### src/rtl/nibble_serialiser_tx.sv
// Transmit side of the 4-bit nibble link: buffers host bytes in a small FIFO and
// sends each byte as a high nibble (with valid) followed by a low nibble.
module nibble_serialiser_tx #(
  parameter int DEPTH = 4,
  parameter int CNT_W = 8
) (
  input  logic             CLK,
  input  logic             RESET,
  input  logic             wr_en,
  input  logic [7:0]       wr_data,
  output logic             full,
  output logic             empty,
  output logic             valid,
  output logic [3:0]       nibble,
  input  logic             op_valid,
  output logic             busy,
  output logic             frame_err,
  output logic [CNT_W-1:0] frame_cnt
);

  localparam int AW = $clog2(DEPTH);

  typedef enum logic [1:0] {
    S_IDLE = 2'd0,
    S_HIGH = 2'd1,
    S_LOW  = 2'd2,
    S_GAP  = 2'd3
  } state_t;

  state_t           r_state;
  state_t           w_state_nxt;
  logic [7:0]       r_mem [DEPTH];
  logic [AW:0]      r_wr_ptr;
  logic [AW:0]      r_rd_ptr;
  logic [7:0]       r_shift;
  logic             r_valid;
  logic [3:0]       r_nibble;
  logic             r_busy;
  logic             r_frame_err;
  logic [CNT_W-1:0] r_frame_cnt;

  logic             w_full;
  logic             w_empty;
  logic             w_push;
  logic             w_pop;
  logic [7:0]       w_rd_data;
  logic             w_valid_nxt;
  logic [3:0]       w_nibble_nxt;

  // Extra wrap bit on each pointer distinguishes full from empty.
  assign w_full    = (r_wr_ptr[AW] != r_rd_ptr[AW]) &&
                     (r_wr_ptr[AW-1:0] == r_rd_ptr[AW-1:0]);
  assign w_empty   = (r_wr_ptr == r_rd_ptr);
  assign w_push    = wr_en && !w_full;
  assign w_pop     = (r_state == S_IDLE) && !w_empty;
  assign w_rd_data = r_mem[r_rd_ptr[AW-1:0]];

  always_ff @(posedge CLK) begin
    if (w_push) r_mem[r_wr_ptr[AW-1:0]] <= wr_data;
  end

  always_ff @(posedge CLK or negedge RESET) begin
    if (!RESET) begin
      r_wr_ptr <= '0;
      r_rd_ptr <= '0;
      r_shift  <= '0;
    end else begin
      if (w_push) r_wr_ptr <= r_wr_ptr + 1'b1;
      if (w_pop) begin
        r_rd_ptr <= r_rd_ptr + 1'b1;
        r_shift  <= w_rd_data;
      end
    end
  end

  always_ff @(posedge CLK or negedge RESET) begin
    if (!RESET) begin
      r_state  <= S_IDLE;
      r_valid  <= 1'b0;
      r_nibble <= 4'd0;
      r_busy   <= 1'b0;
    end else begin
      r_state  <= w_state_nxt;
      r_valid  <= w_valid_nxt;
      r_nibble <= w_nibble_nxt;
      r_busy   <= (w_state_nxt != S_IDLE);
    end
  end

  // Outputs are computed for the state being entered, so they register with it.
  always_comb begin
    w_state_nxt  = r_state;
    w_valid_nxt  = 1'b0;
    w_nibble_nxt = 4'd0;
    case (r_state)
      S_IDLE: begin
        if (!w_empty) begin
          w_state_nxt  = S_HIGH;
          w_valid_nxt  = 1'b1;
          w_nibble_nxt = w_rd_data[7:4];
        end
      end
      S_HIGH: begin
        w_state_nxt  = S_LOW;
        w_nibble_nxt = r_shift[3:0];
      end
      S_LOW:   w_state_nxt = S_GAP;
      S_GAP:   w_state_nxt = S_IDLE;
      default: w_state_nxt = S_IDLE;
    endcase
  end

  always_ff @(posedge CLK or negedge RESET) begin
    if (!RESET) begin
      r_frame_err <= 1'b0;
      r_frame_cnt <= '0;
    end else if (r_state == S_GAP) begin
      r_frame_cnt <= r_frame_cnt + 1'b1;
      if (!op_valid) r_frame_err <= 1'b1;
    end
  end

  assign full      = w_full;
  assign empty     = w_empty;
  assign valid     = r_valid;
  assign nibble    = r_nibble;
  assign busy      = r_busy;
  assign frame_err = r_frame_err;
  assign frame_cnt = r_frame_cnt;

endmodule

### config.mk
export PLATFORM = sky130hd
export DESIGN_NAME = nibble_serialiser_tx
export DESIGN_NICKNAME = d
export VERILOG_FILES = /design/src/rtl/nibble_serialiser_tx.sv
export SDC_FILE = /design/constraint.sdc
export NUM_CORES = 1
export LEC_CHECK = 0
export BUFFER_PORTS_ARGS = -buffer_cell sky130_fd_sc_hd__buf_4
export CAP_MARGIN = 20
export CORE_UTILIZATION = 40
export CTS_CLUSTER_DIAMETER = 200
export DETAILED_ROUTE_END_ITERATION = 8
export GPL_TIMING_DRIVEN = 0
export SYNTH_ARGS = -nofsm -noshare
export SYNTH_HDL_FRONTEND = slang
export SYNTH_SLANG_ARGS = --single-unit
### constraint.sdc
create_clock -name CLK -period 3.3 [get_ports CLK]
set_input_delay 0 -clock CLK [delete_from_list [all_inputs] [get_ports CLK]]
set_output_delay 0 -clock CLK [all_outputs]
set_load 0.03 [all_outputs]
==> run summary, run 1 <==
most common library cell in the layout ignoring fill and taps - sky130_fd_sc_hd__edfxtp_1
arrival time worst endpoint - 1.90 ns
basic-gate share of the synthesized area counting and, or, nand and nor cells - 3.98%
final design area excluding fillers - 3140 um2
area of the mapped netlist - 2520 um2
part of the cycle the worst path needs - 58.4%
power density over the cells - 994 nW/um2
Antenna Violating Nets Remaining - 0
clock period minus worst slack - 1.93 ns
number of antenna violations at the first check in global routing - 0
Post-Synth Adder-Cell Area - 5.47%
transition at the pin with the smallest max-transition slack - 0.458 ns
Clock H-tree levels - 3
number of buffers added to fix hold violations after cts - 10
number of antenna diodes - 0
number of vias per cell after detailed routing - 4.96
Yosys Warn Count - 0
TritonCTS clock tree - done
fraction of final layout cells sized beyond drive strength 1 - 30.5%
Max rail drop VDD - 451 uV
number of different library cells in the post-synthesis netlist - 28
count of filler cells inserted in the layout - 497
final-stage net count - 215
overflow left after global routing - 0
Worst setup SP type - register
Routability Congestion - 0.719
Critical Path Sink Type - register
flip-flop and latch count after synthesis - 59
iteration count of the initial detailed-routing pass - 5
multiplexer share of the synthesized area - 12.1%
synthesized area per cell - 17.7 um2
Die Span X - 81.3 um
Crit Path Class - reg2reg
max-cap violation count - 0
DRC violations left - 0
PostCTS Resize Cnt - 0
setup tns final - 0 ns
starting density of the core - 42.0%
relative area change from synthesis to final layout - 25.0%
compound-cell area share of the yosys netlist - 3.88%
wire length of the first global-routing pass - 6.74 mm
library cell occupying the most area in the post-synthesis netlist - sky130_fd_sc_hd__edfxtp_1
DR iter-0 viols - 56
commonest non-fill, non-tap cells in the layout - sky130_fd_sc_hd__edfxtp_1, sky130_fd_sc_hd__buf_4, sky130_fd_sc_hd__dfrtp_1
outcome - finished clean
post-placement cell area - 2830 um2
estimated wirelength of the detail-placed design - 2.67 mm
CTS Buf Count - 9
clock net sink count - 59
GR Util All Layers - 14.9%
Core Footprint - 5990 um2
biggest fanout along the worst timing path - 10
pin count of the biggest net entering global routing - 28
combinational family with the most area after synthesis - multiplexers
Max clock buf depth - 2
count of port buffers added during placement - 28
cells after synthesis - 142
path class of the lowest-slack min-delay path - in2reg
Root Buffer - sky130_fd_sc_hd__clkbuf_8
number of nets in the synthesized netlist - 165
P_leak - 1.32 nW
setup repair after global routing missed its margin - false
vias post-DR - 1350
Max Clock Freq - 0.519 GHz
share of synthesized area occupied by flip-flops and latches - 65.0%
Die Y - 81.3 um
required time of the critical path - 3.28 ns
number of setup violations in the final report - 0
synthesized-area fraction occupied by xor and xnor cells - 7.01%
area used by sequential logic in the layout - 1640 um2
Rows - 28
final worst clock skew - 0.00743 ns
clock edge transition at the registers on the reported setup and hold paths - 0.07 ns
multi-input logic area - 816 um2
die area - 6610 um2
Final Hold Violating Endpoints - 0
top-level I/O count - 29
clock latency reported for the late side of the worst-skew pair - 0.33 ns
Max transition margin - 69.5%
setup bufs post-CTS - 0
dominant cells by area after synthesis - sky130_fd_sc_hd__edfxtp_1, sky130_fd_sc_hd__dfrtp_1, sky130_fd_sc_hd__mux4_1
fraction of synthesized cell area taken by the top area cell type - 38.2%
pins over their slew limit - 0
via count of the first global-routing pass - 1425
wire length per cell - 15.0 um
detailed-route wire length - 4.07 mm
[per-stage QoR]
step	worst slack, ns	total power [mW]	std cells	hold WS, ns	utilization (%)
after detailed placement	1.36	2.45	246	-0.0629	47.2
final	1.37	3.13	272	0.0682	52.5
after global placement	1.15	2.40	245	-0.0719	47.1
after global routing	1.29	3.33	272	0.0590	52.5
after floorplan	1.61	2.11	142	-0.296	-
after CTS	1.33	3.18	272	0.0500	52.5
[flip-flops by register name, summed over array words and instances (netlist names)]
name	flops
r_mem	32
frame_cnt	8
nibble	4
r_shift	4
r_rd_ptr	3
r_wr_ptr	3
r_state	2
busy	1
frame_err	1
valid	1
[critical path: stages, from the launching register on]
cell                      delay, ns
sky130_fd_sc_hd__dfrtp_1       0.40
sky130_fd_sc_hd__buf_6         0.17
sky130_fd_sc_hd__xnor2_4       0.19
sky130_fd_sc_hd__a31oi_2       0.34
sky130_fd_sc_hd__and2_1        0.47
[cell type report]
type / count / area share, %
clock buffer: 9 / 3.94
clock inverter: 7 / 2.94
sequential: 59 / 52.0
timing repair buffer: 39 / 10.1
inverter: 7 / 0.836
multi-input combinational: 72 / 25.9
buffer: 4 / 1.19
tap: 75 / 2.98
[cell families (layout without fill, tap and decap cells)]
logic type	Yosys count	in the layout
fa+ha+maj	11	11
mux	15	15
compound gates	10	10
xor+xnor	15	15
buf+inv	11	66
flops	59	59
simple gates	21	21
[cell usage after synthesis]
library cell               number
sky130_fd_sc_hd__edfxtp_1      32
sky130_fd_sc_hd__dfrtp_1       27
sky130_fd_sc_hd__ha_1          11
sky130_fd_sc_hd__xor2_1         8
sky130_fd_sc_hd__inv_1          7
sky130_fd_sc_hd__mux4_1         7
sky130_fd_sc_hd__nand2_1        6
sky130_fd_sc_hd__mux2_4         5
sky130_fd_sc_hd__nor2_1         5
sky130_fd_sc_hd__a22o_1         4
sky130_fd_sc_hd__xnor2_1        4
sky130_fd_sc_hd__and2_1         3
sky130_fd_sc_hd__buf_6          3
sky130_fd_sc_hd__a31oi_1        2
sky130_fd_sc_hd__mux2_2         2
sky130_fd_sc_hd__nand3_1        2
sky130_fd_sc_hd__nand4_1        2
sky130_fd_sc_hd__xnor2_4        2
sky130_fd_sc_hd__a21o_1         1
sky130_fd_sc_hd__a31oi_2        1
sky130_fd_sc_hd__a31oi_4        1
sky130_fd_sc_hd__a41oi_1        1
sky130_fd_sc_hd__clkbuf_1       1
sky130_fd_sc_hd__mux4_2         1
sky130_fd_sc_hd__nor2b_1        1
sky130_fd_sc_hd__nor3_1         1
sky130_fd_sc_hd__or2_1          1
sky130_fd_sc_hd__xnor2_2        1
[final timing paths]
kind	to	cells past startpoint	slack [ns]	from
worst min-delay path	r_wr_ptr[0]$_DFFE_PN0P_	4	0.07	wr_en
worst max register to register	r_mem[2][5]$_DFFE_PP_	4	1.37	r_rd_ptr[0]$_DFFE_PN0P_
worst min register to register	frame_err$_DFFE_PN0P_	1	0.46	frame_err$_DFFE_PN0P_
min in group asynchronous	frame_err$_DFFE_PN0P_	2	0.12	RESET
worst max-delay path	r_mem[2][5]$_DFFE_PP_	4	1.37	r_rd_ptr[0]$_DFFE_PN0P_
max in group asynchronous	r_rd_ptr[1]$_DFFE_PN0P_	2	2.92	RESET
[metal layers]
metal,vias to the layer above,share of wire [%],global-route usage (%)
met3,10,5.4,5.39
met2,49,50,23.8
li1,626,-,-
met5,-,0,0
met1,665,42,17.0
met4,0,1.9,9.11
[report_power, final]
| group | leakage (nW) | internal, mW | switching [mW] |
|---|---|---|---|
| combinational | 0.594 | 0.593 | 0.645 |
| clock | 0.103 | 0.422 | 0.282 |
| sequential | 0.621 | 1.03 | 0.159 |
| total | 1.32 | 2.04 | 1.09 |
Power figures use the tool's default switching activity.
==> run 2, diff against run 1 <==
--- a/config.mk
+++ b/config.mk
@@ -5,6 +5,7 @@
 export SDC_FILE = /design/constraint.sdc
 export NUM_CORES = 1
 export LEC_CHECK = 0
+export ABC_AREA = 1
 export BUFFER_PORTS_ARGS = -buffer_cell sky130_fd_sc_hd__buf_4
 export CAP_MARGIN = 20
 export CORE_UTILIZATION = 40
==> constraint.sdc (replaced) <==
create_clock -name CLK -period 1.71 [get_ports CLK]
set_input_delay 0 -clock CLK [delete_from_list [all_inputs] [get_ports CLK]]
set_output_delay 0 -clock CLK [all_outputs]
set_load 0.03 [all_outputs]
==> run summary, run 2 <==
pin count of the biggest net entering global routing - 28 (unchanged)
cells after synthesis - 281 (+98%)
Final Hold Violating Endpoints - 0 (unchanged)
clock period minus worst slack - 1.63 ns (-0.294 ns)
clock latency reported for the late side of the worst-skew pair - 0.33 ns (about the same)
required time of the critical path - 1.76 ns (-1.52 ns)
Clock H-tree levels - 3 (unchanged)
wire length of the first global-routing pass - 8.67 mm (+29%)
detailed-route wire length - 5.15 mm (+27%)
Async S/R FF share, synth - 45.8% (unchanged)
die area - 7420 um2 (+12%)
overflow left after global routing - 0 (unchanged)
smallest hold slack - 0.119 ns (+0.0509 ns)
Worst setup SP type - register
Worst Reg-to-Reg Cells - 8 (+4)
clock net sink count - 59 (unchanged)
Max Clock Freq - 0.612 GHz (+18%)
Max clock buf depth - 2 (unchanged)
cell with the most instances after synthesis - sky130_fd_sc_hd__nand2_1
number of setup violations in the final report - 0 (unchanged)
DRC violations left - 0 (unchanged)
TritonCTS clock tree - done
number of antenna diodes - 0 (unchanged)
number of antenna violations at the first check in global routing - 0 (unchanged)
dominant cells by area after synthesis - sky130_fd_sc_hd__edfxtp_1, sky130_fd_sc_hd__dfrtp_1, sky130_fd_sc_hd__nand2_1
pins over their slew limit - 0 (unchanged)
arrival time worst endpoint - 1.68 ns (-0.22 ns)
final worst clock skew - 0.00969 ns (+0.00225 ns)
Routability Congestion - 0.751 (+4.4%)
final design area excluding fillers - 3590 um2 (+14%)
number of nets in the synthesized netlist - 304 (+84%)
CTS Buf Count - 9 (unchanged)
share of the core filled with cells - 52.6% (+0.097 points)
Crit Path Class - reg2reg
primary flip-flop cell chosen by synthesis mapping - sky130_fd_sc_hd__edfxtp_1
top-level I/O count - 29 (unchanged)
power density over the cells - 1760 nW/um2 (+77%)
fraction of final layout cells sized beyond drive strength 1 - 24.5% (-6.0 points)
vias post-DR - 1881 (+39%)
number of different library cells in the post-synthesis netlist - 25 (-11%)
worst-case register-to-register setup slack - 0.08 ns (-1.30 ns)
number of enable-type register cells in the synthesized netlist - 32 (unchanged)
estimated wirelength of the detail-placed design - 3.40 mm (+27%)
share of synthesized area occupied by flip-flops and latches - 57.8% (-7.3 points)
cell with the most instances on the worst path - sky130_fd_sc_hd__nand2_4
area of the mapped netlist - 2830 um2 (+13%)
Antenna Violating Nets Remaining - 0 (unchanged)
flip-flop and latch count after synthesis - 59 (unchanged)
endpoint of the lowest-slack register-to-register path - r_mem[3][3]$_DFFE_PP_
Max rail drop VDD - 688 uV (+53%)
Post-synth top cells - sky130_fd_sc_hd__nand2_1, sky130_fd_sc_hd__inv_1, sky130_fd_sc_hd__edfxtp_1
starting density of the core - 41.5% (-0.54 points)
Die Span X - 86.2 um (+6.0%)
wire length per cell - 11.8 um (-21%)
outcome - finished clean
Yosys Warn Count - 0 (unchanged)
iteration count of the initial detailed-routing pass - 4 (-1)
transition at the pin with the smallest max-transition slack - 0.348 ns (-0.109 ns)
Root Buffer - sky130_fd_sc_hd__clkbuf_8
Core Footprint - 6830 um2 (+14%)
via count of the first global-routing pass - 1846 (+30%)
GR Util All Layers - 15.8% (+0.93 points)
library cell occupying the most area in the post-synthesis netlist - sky130_fd_sc_hd__edfxtp_1
most common library cell in the layout ignoring fill and taps - sky130_fd_sc_hd__nand2_1
final-stage net count - 358 (+67%)
Max transition margin - 76.8% (+7.3 points)
part of the cycle the worst path needs - 95.5% (+37 points)
number of vias per cell after detailed routing - 4.32 (-13%)
worst-case setup slack after placement - -0.333 ns (-1.69 ns)
commonest non-fill, non-tap cells in the layout - sky130_fd_sc_hd__nand2_1, sky130_fd_sc_hd__inv_1, sky130_fd_sc_hd__edfxtp_1
Rows - 30 (+7.1%)
fraction of synthesized cell area taken by the top area cell type - 33.9% (-4.3 points)
post-placement cell area - 3160 um2 (+12%)
max-cap violation count - 0 (unchanged)
synthesized area per cell - 10.1 um2 (-43%)
multi-input logic area - 946 um2 (+16%)
DR iter-0 viols - 83 (+48%)
clock edge transition at the registers on the reported setup and hold paths - 0.06 ns (about the same)
P_leak - 1.78 nW (+35%)
area used by sequential logic in the layout - 1640 um2 (about the same)
path class of the lowest-slack min-delay path - in2async
Die Y - 86.2 um (+6.0%)
Max stage delay cell, worst path - sky130_fd_sc_hd__dfrtp_1
Critical Path Sink Type - register
smallest setup slack after layout - 0.0769 ns (-1.30 ns)
Crit path largest cell delay - 0.37 ns (-0.10 ns)
count of filler cells inserted in the layout - 645 (+30%)
flip-flop count of the largest register after layout - 32 (unchanged)
count of port buffers added during placement - 28 (unchanged)
biggest fanout along the worst timing path - 10 (unchanged)
relative area change from synthesis to final layout - 26.8%
startpoint of the worst register-to-register path - r_rd_ptr[0]$_DFFE_PN0P_
ordered list of cells on the worst path - buf_6, inv_8, nand2_4, nand2_4, nand3_4, nand2_2, nor2_4, buf_12
run 2: per-layer routing:
layer / share of wire, % / track usage [%] / wire, um
met3: 3.5 / 3.46 / 178
met4: 2.1 / 9.09 / 108
met1: 48 / 19.5 / 2480
met5: 0 / 0 / 0
met2: 46 / 25.6 / 2380
run 2: cell type report:
class                      instances  share of cell area (%)
sequential                        59                    45.6
inverter                          55                    6.03
tap                               96                    3.34
multi-input combinational        160                    26.3
timing repair buffer              43                    11.1
buffer                             7                    1.85
clock buffer                       9                    3.45
clock inverter                     6                    2.26
run 2: what timing repair did:
item,CTS,global route
pin swaps,0,4
setup buffers,0,4
hold endpoints to repair,63,0
endpoints found under the setup margin,32,33
hold buffers,11,0
gates resized for setup,4,6
run 2: worst max path at each step:
stage                                        to  slack, ns  cells after the start                     from
after floorplan           r_mem[1][0]$_DFFE_PP_       0.12                      6  r_rd_ptr[0]$_DFFE_PN0P_
after global placement    r_mem[0][7]$_DFFE_PP_      -0.28                      6  r_wr_ptr[0]$_DFFE_PN0P_
after detailed placement  r_mem[2][5]$_DFFE_PP_      -0.33                      6  r_wr_ptr[0]$_DFFE_PN0P_
after CTS                 r_mem[2][0]$_DFFE_PP_      -0.12                      6  r_wr_ptr[0]$_DFFE_PN0P_
after global routing      r_mem[3][3]$_DFFE_PP_     -0.003                      8  r_rd_ptr[0]$_DFFE_PN0P_
final                     r_mem[3][3]$_DFFE_PP_       0.08                      8  r_rd_ptr[0]$_DFFE_PN0P_
run 2: cells by family (layout without fill, tap and decap cells):
family | after synthesis | count (layout) | share of synthesized area (%)
AOI/OAI and AO/OA | 1 | 1 | 0.265
xor gates and xnor gates | 8 | 8 | 2.47
adders and majority gates | 11 | 11 | 4.86
buffers and inverters | 62 | 120 | 9.89
DFF | 59 | 59 | 57.8
and+or+nand+nor | 140 | 140 | 24.7
run 2: report_power, final:
group / internal (mW) / leakage, nW / switching, mW
clock: 0.802 / 0.103 / 0.544
combinational: 1.05 / 1.04 / 1.72
sequential: 1.93 / 0.629 / 0.260
total: 3.79 / 1.78 / 2.52
run 2: worst max-delay path: cells and delay by family (launching register included):
family	cells	cell delay [ns]
and+or+nand+nor	5	0.59
DFF	1	0.37
buffers and inverters	3	0.38
run 2: per-stage QoR:
stage / cells / power (mW) / setup TNS, ns
floorplan: 281 / 4.13 / 0
global placement: 405 / 4.78 / -8.24
detailed placement: 405 / 4.83 / -9.63
CTS: 431 / 6.23 / -3.30
global route: 435 / 6.78 / -0.00576
finish: 435 / 6.31 / 0
==> run 3, diff against run 2 <==
--- a/config.mk
+++ b/config.mk
@@ -5,13 +5,13 @@
 export SDC_FILE = /design/constraint.sdc
 export NUM_CORES = 1
 export LEC_CHECK = 0
-export ABC_AREA = 1
 export BUFFER_PORTS_ARGS = -buffer_cell sky130_fd_sc_hd__buf_4
 export CAP_MARGIN = 20
 export CORE_UTILIZATION = 40
 export CTS_CLUSTER_DIAMETER = 200
 export DETAILED_ROUTE_END_ITERATION = 8
 export GPL_TIMING_DRIVEN = 0
+export PLACE_DENSITY = 0.63
 export SYNTH_ARGS = -nofsm -noshare
 export SYNTH_HDL_FRONTEND = slang
 export SYNTH_SLANG_ARGS = --single-unit
==> run summary, run 3 (synthesis gave the netlist of run 1 again) <==
Max Clock Freq - 0.614 GHz (+0.29%)
Max transition margin - 67.6% (-9.2 points)
critical path depth in cells - 4 (-4)
number of antenna diodes - 0 (unchanged)
Max stage delay cell, worst path - sky130_fd_sc_hd__dfrtp_1
Rows - 28 (-6.7%)
top-level I/O count - 29 (unchanged)
path class of the lowest-slack min-delay path - in2reg
TritonCTS clock tree - done
iteration count of the initial detailed-routing pass - 4 (unchanged)
smallest setup slack after layout - 0.0816 ns (+0.00472 ns)
starting density of the core - 42.0% (+0.54 points)
clock net sink count - 59 (unchanged)
vias post-DR - 1324 (-30%)
Max clock buf depth - 2 (unchanged)
Cell Count, Final, Fillers Out - 273 (-37%)
setup tns final - 0 ns (unchanged)
multi-input logic area - 847 um2 (-10%)
arrival time worst endpoint - 1.67 ns (about the same)
required time of the critical path - 1.75 ns (about the same)
Routability Congestion - 0.664 (-12%)
Antenna Violating Nets Remaining - 0 (unchanged)
Final Hold Violating Endpoints - 0 (unchanged)
ordered list of cells on the worst path - buf_6, xnor2_4, a31oi_4, and2_4
number of vias per cell after detailed routing - 4.85 (+12%)
GR Util All Layers - 14.8% (-1.0 points)
flip-flop count of the largest register after layout - 32 (unchanged)
Crit path largest cell delay - 0.40 ns (+0.03 ns)
commonest non-fill, non-tap cells in the layout - sky130_fd_sc_hd__edfxtp_1, sky130_fd_sc_hd__buf_4, sky130_fd_sc_hd__dfrtp_1
number of antenna violations at the first check in global routing - 0 (unchanged)
wire length of the first global-routing pass - 6.76 mm (-22%)
via count of the first global-routing pass - 1385 (-25%)
DRC violations left - 0 (unchanged)
CTS Buf Count - 9 (unchanged)
clock period minus worst slack - 1.63 ns (-0.00472 ns)
Die Span X - 81.3 um (-5.6%)
number of cells in the design after placement - 246 (-39%)
most common library cell in the layout ignoring fill and taps - sky130_fd_sc_hd__edfxtp_1
share of the core filled with cells - 52.9% (+0.28 points)
detailed-route wire length - 4.14 mm (-20%)
final-stage net count - 216 (-40%)
power density over the cells - 1930 nW/um2 (+9.7%)
DR iter-0 viols - 45 (-46%)
clock latency reported for the late side of the worst-skew pair - 0.34 ns (about the same)
max-cap violation count - 0 (unchanged)
count of filler cells inserted in the layout - 482 (-25%)
Core Footprint - 5990 um2 (-12%)
biggest fanout along the worst timing path - 10 (unchanged)
Max rail drop VDD - 814 uV (+18%)
CP bufs+invs - 1 (-2)
clock edge transition at the registers on the reported setup and hold paths - 0.07 ns (about the same)
pins over their slew limit - 0 (unchanged)
area used by sequential logic in the layout - 1640 um2 (about the same)
setup repair after global routing missed its margin - false
Worst Reg-to-Reg Cells - 4 (-4)
Clock H-tree levels - 3 (unchanged)
pin count of the biggest net entering global routing - 28 (unchanged)
overflow left after global routing - 0 (unchanged)
estimated wirelength of the detail-placed design - 2.74 mm (-19%)
part of the cycle the worst path needs - 95.2% (-0.28 points)
Root Buffer - sky130_fd_sc_hd__clkbuf_8
count of port buffers added during placement - 28 (unchanged)
cell count of the worst hold path - 4
P_leak - 1.32 nW (-26%)
Worst setup SP type - register
fraction of final layout cells sized beyond drive strength 1 - 33.3% (+8.8 points)
final worst clock skew - 0.00795 ns (-0.00173 ns)
outcome - finished clean
die area - 6610 um2 (-11%)
worst-case setup slack after placement - -0.272 ns (+0.0619 ns)
transition at the pin with the smallest max-transition slack - 0.485 ns (+0.136 ns)
Critical Path Sink Type - register
wire length per cell - 15.2 um (+28%)
Die Y - 81.3 um (-5.6%)
relative area change from synthesis to final layout - 25.9%
number of setup violations in the final report - 0 (unchanged)
crit-path leading delay family - flip-flops
Crit Path Class - reg2reg
-- run 3: cell types whose count changed in the layout (fill, tap and decap cells not counted), moves of 5 or more --
cell                      delta
sky130_fd_sc_hd__inv_1      -44
sky130_fd_sc_hd__mux2_4      +5
sky130_fd_sc_hd__mux4_1      +7
sky130_fd_sc_hd__nand2_1    -80
sky130_fd_sc_hd__nand2_4     -5
sky130_fd_sc_hd__nand3_1    -20
sky130_fd_sc_hd__nand3_2     -9
-- run 3: worst paths after layout --
| kind | from | to | slack, ns |
|---|---|---|---|
| hold reg to reg | frame_err$_DFFE_PN0P_ | frame_err$_DFFE_PN0P_ | 0.46 |
| min in group asynchronous | RESET | r_wr_ptr[2]$_DFFE_PN0P_ | 0.11 |
| max in group asynchronous | RESET | nibble[0]$_DFF_PN0_ | 1.34 |
| hold / removal | wr_en | r_wr_ptr[0]$_DFFE_PN0P_ | 0.08 |
| setup / recovery | r_rd_ptr[0]$_DFFE_PN0P_ | r_mem[1][3]$_DFFE_PP_ | 0.08 |
| setup reg to reg | r_rd_ptr[0]$_DFFE_PN0P_ | r_mem[1][3]$_DFFE_PP_ | 0.08 |
-- run 3: timing repair --
action / CTS / global route
setup endpoints to repair: 33 / 2
pin swaps: 0 / 2
endpoints found under the hold margin: 60 / 0
gates resized for setup: 9 / 0
setup buffers: 0 / 1
gates cloned: 0 / 0
hold buffers: 10 / 0
-- run 3: metal layers --
metal  vias to the layer above  share of wire (%)  global-route usage, %
li1                        629                  -                      -
met1                       653                 45                   17.1
met2                        33                 48                   24.1
met3                         9                4.0                   3.71
met4                         0                2.8                   10.2
met5                         -                  0                      0
-- run 3: final cells by class --
class / count / share of cell area (%)
sequential: 59 / 51.7
buffer: 4 / 1.19
timing repair buffer: 40 / 10.3
multi-input combinational: 72 / 26.7
clock buffer: 9 / 3.91
clock inverter: 7 / 2.41
tap: 75 / 2.96
inverter: 7 / 0.830
-- run 3: worst min-delay path, stage by stage --
cell and delay, ns:
sky130_fd_sc_hd__buf_4 0.11, sky130_fd_sc_hd__inv_1 0.08, sky130_fd_sc_hd__a31oi_4 0.06, sky130_fd_sc_hd__xnor2_1 0.12
-- run 3: power breakdown --
group          internal (mW)  leakage [nW]  switching, mW
Sequential              1.98         0.621          0.308
Combinational           1.21         0.605           1.34
Clock                  0.681        0.0962          0.585
-- run 3: stage by stage --
stage               instance area [um2]  hold WS [ns]  power (mW)
floorplan                          2520        -0.296        4.06
global placement                   2820       -0.0721        4.62
detailed placement                 2830       -0.0631        4.72
CTS                                3160        0.0556        6.14
global route                       3170        0.0969        6.46
finish                             3170        0.0761        6.10
